**src/rtl/gpio_event_monitor.sv**
```systemverilog
// N-channel GPIO drive/monitor agent: registered pad drive, synchronised level
// monitor, per-channel edge capture and a timestamped show-ahead event FIFO.
module gpio_event_monitor #(
   parameter int NUM_CH      = 8,
   parameter int TS_W        = 16,
   parameter int DEPTH       = 16,
   parameter int SYNC_STAGES = 2,
   localparam int CH_W       = (NUM_CH > 1) ? $clog2(NUM_CH) : 1,
   localparam int CNT_W      = $clog2(DEPTH) + 1
) (
   input  logic              clock,
   input  logic              reset,
   input  logic [NUM_CH-1:0] drv_en,
   input  logic [NUM_CH-1:0] drv_val,
   output logic [NUM_CH-1:0] pad_oe,
   output logic [NUM_CH-1:0] pad_out,
   input  logic [NUM_CH-1:0] pad_in,
   input  logic [NUM_CH-1:0] rise_mask,
   input  logic [NUM_CH-1:0] fall_mask,
   output logic [NUM_CH-1:0] mon_level,
   output logic              evt_valid,
   input  logic              evt_ready,
   output logic [CH_W-1:0]   evt_ch,
   output logic              evt_level,
   output logic [TS_W-1:0]   evt_ts,
   output logic [CNT_W-1:0]  evt_count,
   output logic              overflow,
   input  logic              overflow_clr
);

   localparam int PTR_W = $clog2(DEPTH);

   logic [NUM_CH-1:0] sync_p [SYNC_STAGES];
   logic [NUM_CH-1:0] new_level;
   logic [NUM_CH-1:0] edge_hit;
   logic [NUM_CH-1:0] pending;
   logic [NUM_CH-1:0] grant;
   logic [NUM_CH-1:0] pend_level;
   logic [TS_W-1:0]   pend_ts [NUM_CH];
   logic [TS_W-1:0]   ts;

   logic [CH_W-1:0]   mem_ch [DEPTH];
   logic [DEPTH-1:0]  mem_level;
   logic [TS_W-1:0]   mem_ts [DEPTH];
   logic [PTR_W-1:0]  wr_ptr;
   logic [PTR_W-1:0]  rd_ptr;

   logic [CH_W-1:0]   wr_ch;
   logic              wr_en;
   logic              writable;
   logic              pop;
   logic              lost;

   // Pad drive: one register stage, no gating
   always_ff @(posedge clock) begin
      if (reset) begin
         pad_oe  <= '0;
         pad_out <= '0;
      end else begin
         pad_oe  <= drv_en;
         pad_out <= drv_val;
      end
   end

   // Input synchroniser chain; last stage is the monitored level
   always_ff @(posedge clock) begin
      if (reset) begin
         for (int s = 0; s < SYNC_STAGES; s++) sync_p[s] <= '0;
      end else begin
         sync_p[0] <= pad_in;
         for (int s = 1; s < SYNC_STAGES; s++) sync_p[s] <= sync_p[s-1];
      end
   end

   assign mon_level = sync_p[SYNC_STAGES-1];
   assign new_level = sync_p[SYNC_STAGES-2];

   always_ff @(posedge clock) begin
      if (reset) ts <= '0;
      else       ts <= ts + 1'b1;
   end

   // Edge detect looks one stage ahead so the pending capture lands on the
   // same clock edge at which mon_level changes.
   assign edge_hit = (new_level & ~mon_level & rise_mask)
                   | (~new_level & mon_level & fall_mask);

   // Arbiter: lowest-index pending channel wins the single write slot
   always_comb begin
      wr_ch = '0;
      for (int i = NUM_CH - 1; i >= 0; i--) begin
         if (pending[i]) wr_ch = CH_W'(i);
      end
   end

   assign pop      = evt_valid & evt_ready;
   assign writable = (evt_count < CNT_W'(DEPTH)) | pop;
   assign wr_en    = (|pending) & writable;
   assign grant    = wr_en ? (NUM_CH'(1) << wr_ch) : '0;
   assign lost     = |(edge_hit & pending & ~grant);

   // Pending slots: a fresh edge always overwrites, so the latest level wins
   always_ff @(posedge clock) begin
      if (reset) pending <= '0;
      else       pending <= (pending & ~grant) | edge_hit;
   end

   always_ff @(posedge clock) begin
      for (int i = 0; i < NUM_CH; i++) begin
         if (edge_hit[i]) begin
            pend_level[i] <= new_level[i];
            pend_ts[i]    <= ts;
         end
      end
   end

   always_ff @(posedge clock) begin
      if (reset)        overflow <= 1'b0;
      else if (lost)    overflow <= 1'b1;
      else if (overflow_clr) overflow <= 1'b0;
   end

   // Event FIFO: storage is not reset, heads are masked while empty
   always_ff @(posedge clock) begin
      if (reset) begin
         wr_ptr    <= '0;
         rd_ptr    <= '0;
         evt_count <= '0;
      end else begin
         if (wr_en) wr_ptr <= wr_ptr + 1'b1;
         if (pop)   rd_ptr <= rd_ptr + 1'b1;
         evt_count <= evt_count + CNT_W'(wr_en) - CNT_W'(pop);
      end
   end

   always_ff @(posedge clock) begin
      if (wr_en) begin
         mem_ch[wr_ptr]    <= wr_ch;
         mem_level[wr_ptr] <= pend_level[wr_ch];
         mem_ts[wr_ptr]    <= pend_ts[wr_ch];
      end
   end

   assign evt_valid = (evt_count != '0);
   assign evt_ch    = evt_valid ? mem_ch[rd_ptr]    : '0;
   assign evt_level = evt_valid ? mem_level[rd_ptr] : 1'b0;
   assign evt_ts    = evt_valid ? mem_ts[rd_ptr]    : '0;

endmodule

```
**config.mk**
```make
export PLATFORM = sky130hd
export DESIGN_NAME = gpio_event_monitor
export DESIGN_NICKNAME = d
export VERILOG_FILES = /design/src/rtl/gpio_event_monitor.sv
export SDC_FILE = /design/constraint.sdc
export NUM_CORES = 1
export LEC_CHECK = 0
export BUFFER_PORTS_ARGS = -buffer_cell sky130_fd_sc_hd__buf_2
export CORE_MARGIN = 2
export CORE_UTILIZATION = 55
export CTS_BUF_LIST = sky130_fd_sc_hd__clkbuf_2
export DETAILED_ROUTE_END_ITERATION = 10
export PLACE_DENSITY = 0.84
export SLEW_MARGIN = 20
export SYNTH_ARGS = -nofsm -noshare
export SYNTH_HDL_FRONTEND = slang
export SYNTH_SLANG_ARGS = --single-unit
```
**constraint.sdc**
```tcl
create_clock -name clock -period 8.11 [get_ports clock]
set_input_delay 0.811 -clock clock [delete_from_list [all_inputs] [get_ports clock]]
set_output_delay 0.811 -clock clock [all_outputs]
set_load 0.05 [all_outputs]
```
==> results.py, run 1 <==
metrics = {
    "floorplan": {
        "initial_core_util_pct": 55.9,
        "ios": 95,
        "die_w_um": 197,
        "core_um2": 36600,
        "row_count": 70,
        "die_area_um2": 38700,
        "die_h_um": 197,
    },
    "timing": {
        "timing.final.ws_setup_ns": 3.13,
        "fin_tns_setup_ns": 0,
        "period_needed_ns": 4.98,
        "maxSlewHeadroom_pct": 24.3,
        "grt_setup_unrepaired": "false",
        "clock-skew-final_ns": 0.133,
        "max_freq_ghz": 0.201,
        "hold_ws_ns": 0.111,
        "setup-violations-final": 0,
        "period_share_pct": 61.4,
        "worst_pin_slew_ns": 1.14,
        "hold_violations": 0,
        "drv_slew": 0,
    },
    "logic_synthesis": {
        "synth_cells": 1125,
        "synth_ff_type": "edfxtp_1",
        "yosysSeqAreaShare_pct": 74.2,
        "synth_cell_types": 59,
        "synth_edf_count": 456,
        "async_reset_ff_share_pct": 0,
        "ys_warn_count": 0,
        "synth.avg_cell_area_um2": 18.2,
        "synth_fp_nets": 1182,
        "synth_seq_cells": 530,
        "syn_area_um2": 20400,
    },
    "critical_path": {
        "end_kind": "primary output",
        "worstSetupPathType": "flip-flop to primary output",
        "arrival_ns": 4.17,
        "required_ns": 7.30,
        "startpoint_type": "flip-flop",
        "path_max_fanout": 39,
    },
    "clock_tree": {
        "clk_path_buf_depth": 3,
        "cts_tree": "done",
        "insertion_delay_ns": 1.05,
        "cts.sinks": 530,
        "clockRootBuffer": "clkbuf_2",
        "htree_levels": 3,
        "clk_pin_slew_ns": 0.11,
        "cts_buffers": 119,
    },
    "route": {
        "drt_iter0_drc": 1190,
        "drtAntennaViolNets": 0,
        "routed-via-count": 11300,
        "wl_per_cell_um": 23.4,
        "drt_pass1_iterations": 5,
        "drt-total-wl_um": 44500,
        "drc": 0,
        "viasPerCell": 5.95,
    },
    "placed_design": {
        "dp_hpwl_um": 25300,
        "port_buffers": 94,
        "place_congestion": 0.823,
        "dp_slack_ns": 4.05,
    },
    "power": {
        "leakagePower_nw": 7.95,
        "fin_total_pwr_mw": 6.68,
        "ir_drop_v": 0.000134,
        "powerDensity_nw_per_um2": 292,
    },
    "layout": {
        "postLayoutCoreUtil_pct": 62.6,
        "area_growth_pct": 12.1,
        "fill_cells": 2538,
        "multi_input_area_um2": 4950,
        "regArea_um2": 15200,
        "layout-drive-gt1-share_pct": 31.8,
        "fin_nets": 1394,
    },
    "global_route": {
        "grtUsageTotal_pct": 23.9,
        "antenna_found_initial": 1,
        "grt_pass1_wl_um": 68400,
        "grt_pass1_vias": 11900,
        "grt_max_degree": 77,
        "grt.overflow.total": 0,
    },
    "job": {
        "cap_violations": 0,
    },
    "min_path": {
        "hold_path_class": "input port to flip-flop",
    },
    "run_status": {
        "status": "finished, final reports clean",
    },
}
-- cells by family after synthesis --
group / synth area share (%)
multiplexers: 11.1
flip-flops: 74.2
adder cells (fa/ha/maj): 0.832
buffers and inverters: 2.06
XOR/XNOR: 0.985
AO/OA/AOI/OAI: 4.96
AND/OR/NAND/NOR: 5.84
-- state kept, by name, summed over array words and instances, names as in the netlist, named ones only --
register,cells
rd_ptr,4
wr_ptr,4
sync_p,16
mem_ch,48
overflow,1
pend_level,8
pad_out,8
mem_level,16
evt_count,5
pend_ts,128
pad_oe,8
mem_ts,256
ts,16
pending,8
-- metrics by stage --
step | area (um2) | std cells
2_1_floorplan | 20400 | 1125
3_3_place_gp | 21500 | 1660
3_5_place_dp | 21500 | 1660
4_1_cts | 22900 | 1902
5_1_grt | 22900 | 1903
6_report | 22900 | 1904
-- synth_stat cells (8+ instances only) --
cell | n | area, um2
edfxtp_1 | 456 | 13700
mux4_2 | 100 | 2250
dfxtp_1 | 74 | 1480
nor2_1 | 66 | 248
nand2_1 | 43 | 161
nor2b_1 | 38 | 238
a21oi_1 | 34 | 170
inv_1 | 30 | 113
and2_1 | 27 | 169
clkbuf_1 | 25 | 93.8
o21ai_0 | 19 | 95.1
a221o_1 | 17 | 170
a221oi_1 | 16 | 140
buf_2 | 16 | 80.1
xor2_1 | 15 | 131
nand3_1 | 13 | 65.1
ha_1 | 12 | 150
and3_1 | 10 | 62.6
a31oi_1 | 9 | 56.3
xnor2_1 | 8 | 70.1
-- critical path, cell delays in order, from the launching register on --
cell and delay (ns):
dfxtp_4 0.86, buf_4 0.70, mux4_2 0.59, mux4_2 0.55, and2_1 0.18, buf_2 0.21
-- timing repair --
action | CTS | global route
setup buffers | 0 | 0
hold buffers | 24 | 0
hold endpoints to repair | 24 | 0
gates resized for setup | 0 | 0
-- final timing paths --
kind                           start                 endpoint  slack (ns)  cells after the start
max                        flip-flop                evt_ts[1]        3.13                      5
min                     fall_mask[6]    pending[6]$_SDFF_PP0_        0.11                      3
max reg2reg    pending[3]$_SDFF_PP0_   mem_ts[5][4]$_DFFE_PP_        4.11                      7
min reg2reg  sync_p[0][3]$_SDFF_PP0_  pend_level[3]$_DFFE_PP_        0.48                      0
-- cells in the final DEF (no fill, tap or decap), drive strengths merged, types with 35 or more instances in the layout --
cell type / n
edfxtp: 456
nand2: 43
nor2b: 38
mux4: 100
a21oi: 35
clkbuf: 174
clkinv: 39
nor2: 66
buf: 125
dfxtp: 74
-- report_power, final --
part           switching (mW)  internal [mW]  leakage (nW)
Clock                   0.992          0.678         0.852
Combinational           0.997          0.623          2.29
Sequential              0.154           3.24          4.81
-- metal layers --
metal	vias up	global-route usage (%)	part of all wire (%)
li1	4956	-	-
met1	5662	30.8	38
met2	632	40.2	51
met3	76	5.42	9.2
met4	0	8.72	2.1
met5	-	0	0
-- area by class of cell --
| class | count | area share [%] |
|---|---|---|
| sequential | 530 | 66.2 |
| multi-input combinational | 505 | 21.6 |
| timing repair buffer | 149 | 4.12 |
| clock buffer | 174 | 3.80 |
| tap | 468 | 2.55 |
| clock inverter | 44 | 1.17 |
| inverter | 32 | 0.524 |
| antenna | 2 | 0.0218 |
Power figures use the tool's default switching activity.
==> run 2, diff against run 1 <==
- ABC_AREA: default -> 1
- clock period: 8.11 -> 4.9 ns (I/O delays scaled with it)
==> run 2 against run 1 <==
  * Sequential share of layout area down 1.3 points
  * Core utilization down 0.29 points
  * Wire length up 13%
  * Largest cell class unchanged
  * Combinational power up 93%
  * Highest routed layer unchanged
  * Die area up 1.7%
  * Final area up 1.9%
==> results.py, run 2 <==
metrics = {
    "timing": {
        "timing.final.ws_setup_ns": 0.579,
        "setup-violations-final": 0,
        "grt_setup_unrepaired": "false",
        "hold_ws_ns": 0.106,
        "clock-skew-final_ns": 0.104,
        "maxSlewHeadroom_pct": 22.8,
        "period_share_pct": 88.2,
        "worst_pin_slew_ns": 1.16,
        "fin_tns_setup_ns": 0,
        "hold_violations": 0,
        "drv_slew": 0,
        "period_needed_ns": 4.32,
        "max_freq_ghz": 0.231,
    },
    "logic_synthesis": {
        "synth_cell_types": 41,
        "synth_xor_area_share_pct": 0.0421,
        "yosysTopAreaCell": "edfxtp_1",
        "synth_area_leaders": "edfxtp_1 (66%), dfxtp_1 (7.1%), nor2_1 (4.5%)",
        "synth.area.mux_share_pct": 0,
        "yosysSeqAreaShare_pct": 73.0,
        "synthSimpleGateAreaFrac_pct": 11.7,
        "synthTopCellsByCount": "edfxtp_1 (456), nor2_1 (249), nand2_1 (232), o21ai_0 (169), inv_1 (108)",
        "synth_ff_type": "edfxtp_1",
        "synth_edf_count": 456,
        "async_reset_ff_share_pct": 0,
        "synthAdderAreaFrac_pct": 0.818,
        "synth_cells": 1693,
        "synth_most_common_cell": "edfxtp_1",
        "ys_warn_count": 0,
        "synth.top_cell.area_share_pct": 65.9,
        "synth.avg_cell_area_um2": 12.3,
        "synth_compound_area_share_pct": 10.2,
        "synth_top_family_by_area": "simple AND/OR/NAND/NOR gates",
        "synth_fp_nets": 1750,
        "synth_seq_cells": 530,
        "syn_area_um2": 20800,
    },
    "power": {
        "fin_total_pwr_mw": 11.8,
        "powerDensity_nw_per_um2": 506,
        "leakagePower_nw": 8.58,
        "ir_drop_v": 0.000228,
    },
    "layout": {
        "largest_reg_flops": 256,
        "area_growth_pct": 12.4,
        "postLayoutCoreUtil_pct": 62.3,
        "reg.largest.list": "mem_ts x256, pend_ts x128, mem_ch x48",
        "fill_cells": 2730,
        "antennaDiodeCount": 0,
        "layout-drive-gt1-share_pct": 18.1,
        "fin_nets": 1947,
        "mostFrequentLayoutCells": "edfxtp_1 (456), nor2_1 (233), nand2_1 (232)",
        "final_common_cell": "edfxtp_1",
        "final_cells": 2494,
        "largest_register": "mem_ts",
        "stdcell_area_um2": 23400,
    },
    "floorplan": {
        "initial_core_util_pct": 55.5,
        "row_count": 71,
        "core_um2": 37500,
        "die_h_um": 198,
        "ios": 95,
        "die_area_um2": 39400,
        "die_w_um": 198,
    },
    "min_path": {
        "hold_path_class": "input port to flip-flop",
        "worstHoldStart": "reset",
    },
    "placed_design": {
        "port_buffers": 94,
        "place_congestion": 0.802,
        "dp_cells": 2227,
        "dp_slack_ns": 1.69,
        "dpl_cell_area_um2": 21700,
        "dp_hpwl_um": 25900,
    },
    "job": {
        "cap_violations": 0,
    },
    "global_route": {
        "antenna_found_initial": 0,
        "grt_pass1_wl_um": 76700,
        "grt_max_degree": 101,
        "grt_pass1_vias": 14600,
        "grtUsageTotal_pct": 25.8,
        "grt.overflow.total": 0,
    },
    "clock_tree": {
        "clk_pin_slew_ns": 0.11,
        "insertion_delay_ns": 1.04,
        "cts.sinks": 530,
        "cts_tree": "done",
        "clk_path_buf_depth": 3,
        "cts_buffers": 130,
        "postCtsHoldBufs": 42,
        "cts_setup_buffers": 0,
        "htree_levels": 4,
        "ctsResizeCount": 0,
        "clockRootBuffer": "clkbuf_2",
    },
    "run_status": {
        "status": "finished, final reports clean",
    },
    "critical_path": {
        "required_ns": 4.41,
        "end_kind": "primary output",
        "startpoint_type": "flip-flop",
        "arrival_ns": 3.83,
        "r2r_start": "evt_count[2]$_SDFF_PP0_",
        "path_max_fanout": 100,
        "worstSetupPathType": "flip-flop to primary output",
    },
    "route": {
        "viasPerCell": 5.76,
        "routed-via-count": 14400,
        "wl_per_cell_um": 20.2,
        "drt_iter0_drc": 1454,
        "drtAntennaViolNets": 0,
        "drt_pass1_iterations": 5,
        "drt-total-wl_um": 50300,
        "drc": 0,
    },
}
run 2: worst paths after layout:
path	end	slack, ns	cells past startpoint
setup reg to reg	evt_count[4]$_SDFF_PP0_	1.74	17
setup / recovery	evt_ts[10]	0.58	7
hold / removal	ts[0]$_SDFF_PP0_	0.11	2
hold reg to reg	pend_level[2]$_DFFE_PP_	0.43	0
run 2: where the power goes:
group | switching, mW | internal [mW]
Combinational | 2.41 | 0.711
Sequential | 0.170 | 5.50
Clock | 1.72 | 1.31
Total | 4.30 | 7.52
run 2: layout make-up:
cell class                 instances  area [um2]  area share (%)
clock buffer                     191         956            4.09
sequential                       530       15200            65.0
timing repair buffer             151        1030            4.40
tap                              511         639            2.74
clock inverter                    34         288            1.23
multi-input combinational        961        4820            20.6
inverter                         116         448            1.92
run 2: logic make-up (layout without fill, tap and decap cells):
group           count (synthesis)  after routing
simple gates                  587            587
flops                         530            530
compound gates                360            360
buf+inv                       202            492
fa+ha+maj                      13             13
xor+xnor                        1              1
run 2: routing by layer:
layer	track usage (%)	wire [um]	up-vias
met5	0	0	-
met4	11.1	1380	0
met3	6.00	5150	137
met2	43.7	25000	861
met1	31.9	18800	6842
li1	-	-	6520
run 2: worst max-delay path, stage by stage (launching register included):
cell and delay (ns):
dfxtp_4 0.60, inv_4 0.55, buf_12 0.43, o21ai_0 0.16
o221ai_1 0.27, nand3_1 0.12, a21oi_1 0.29, buf_2 0.33
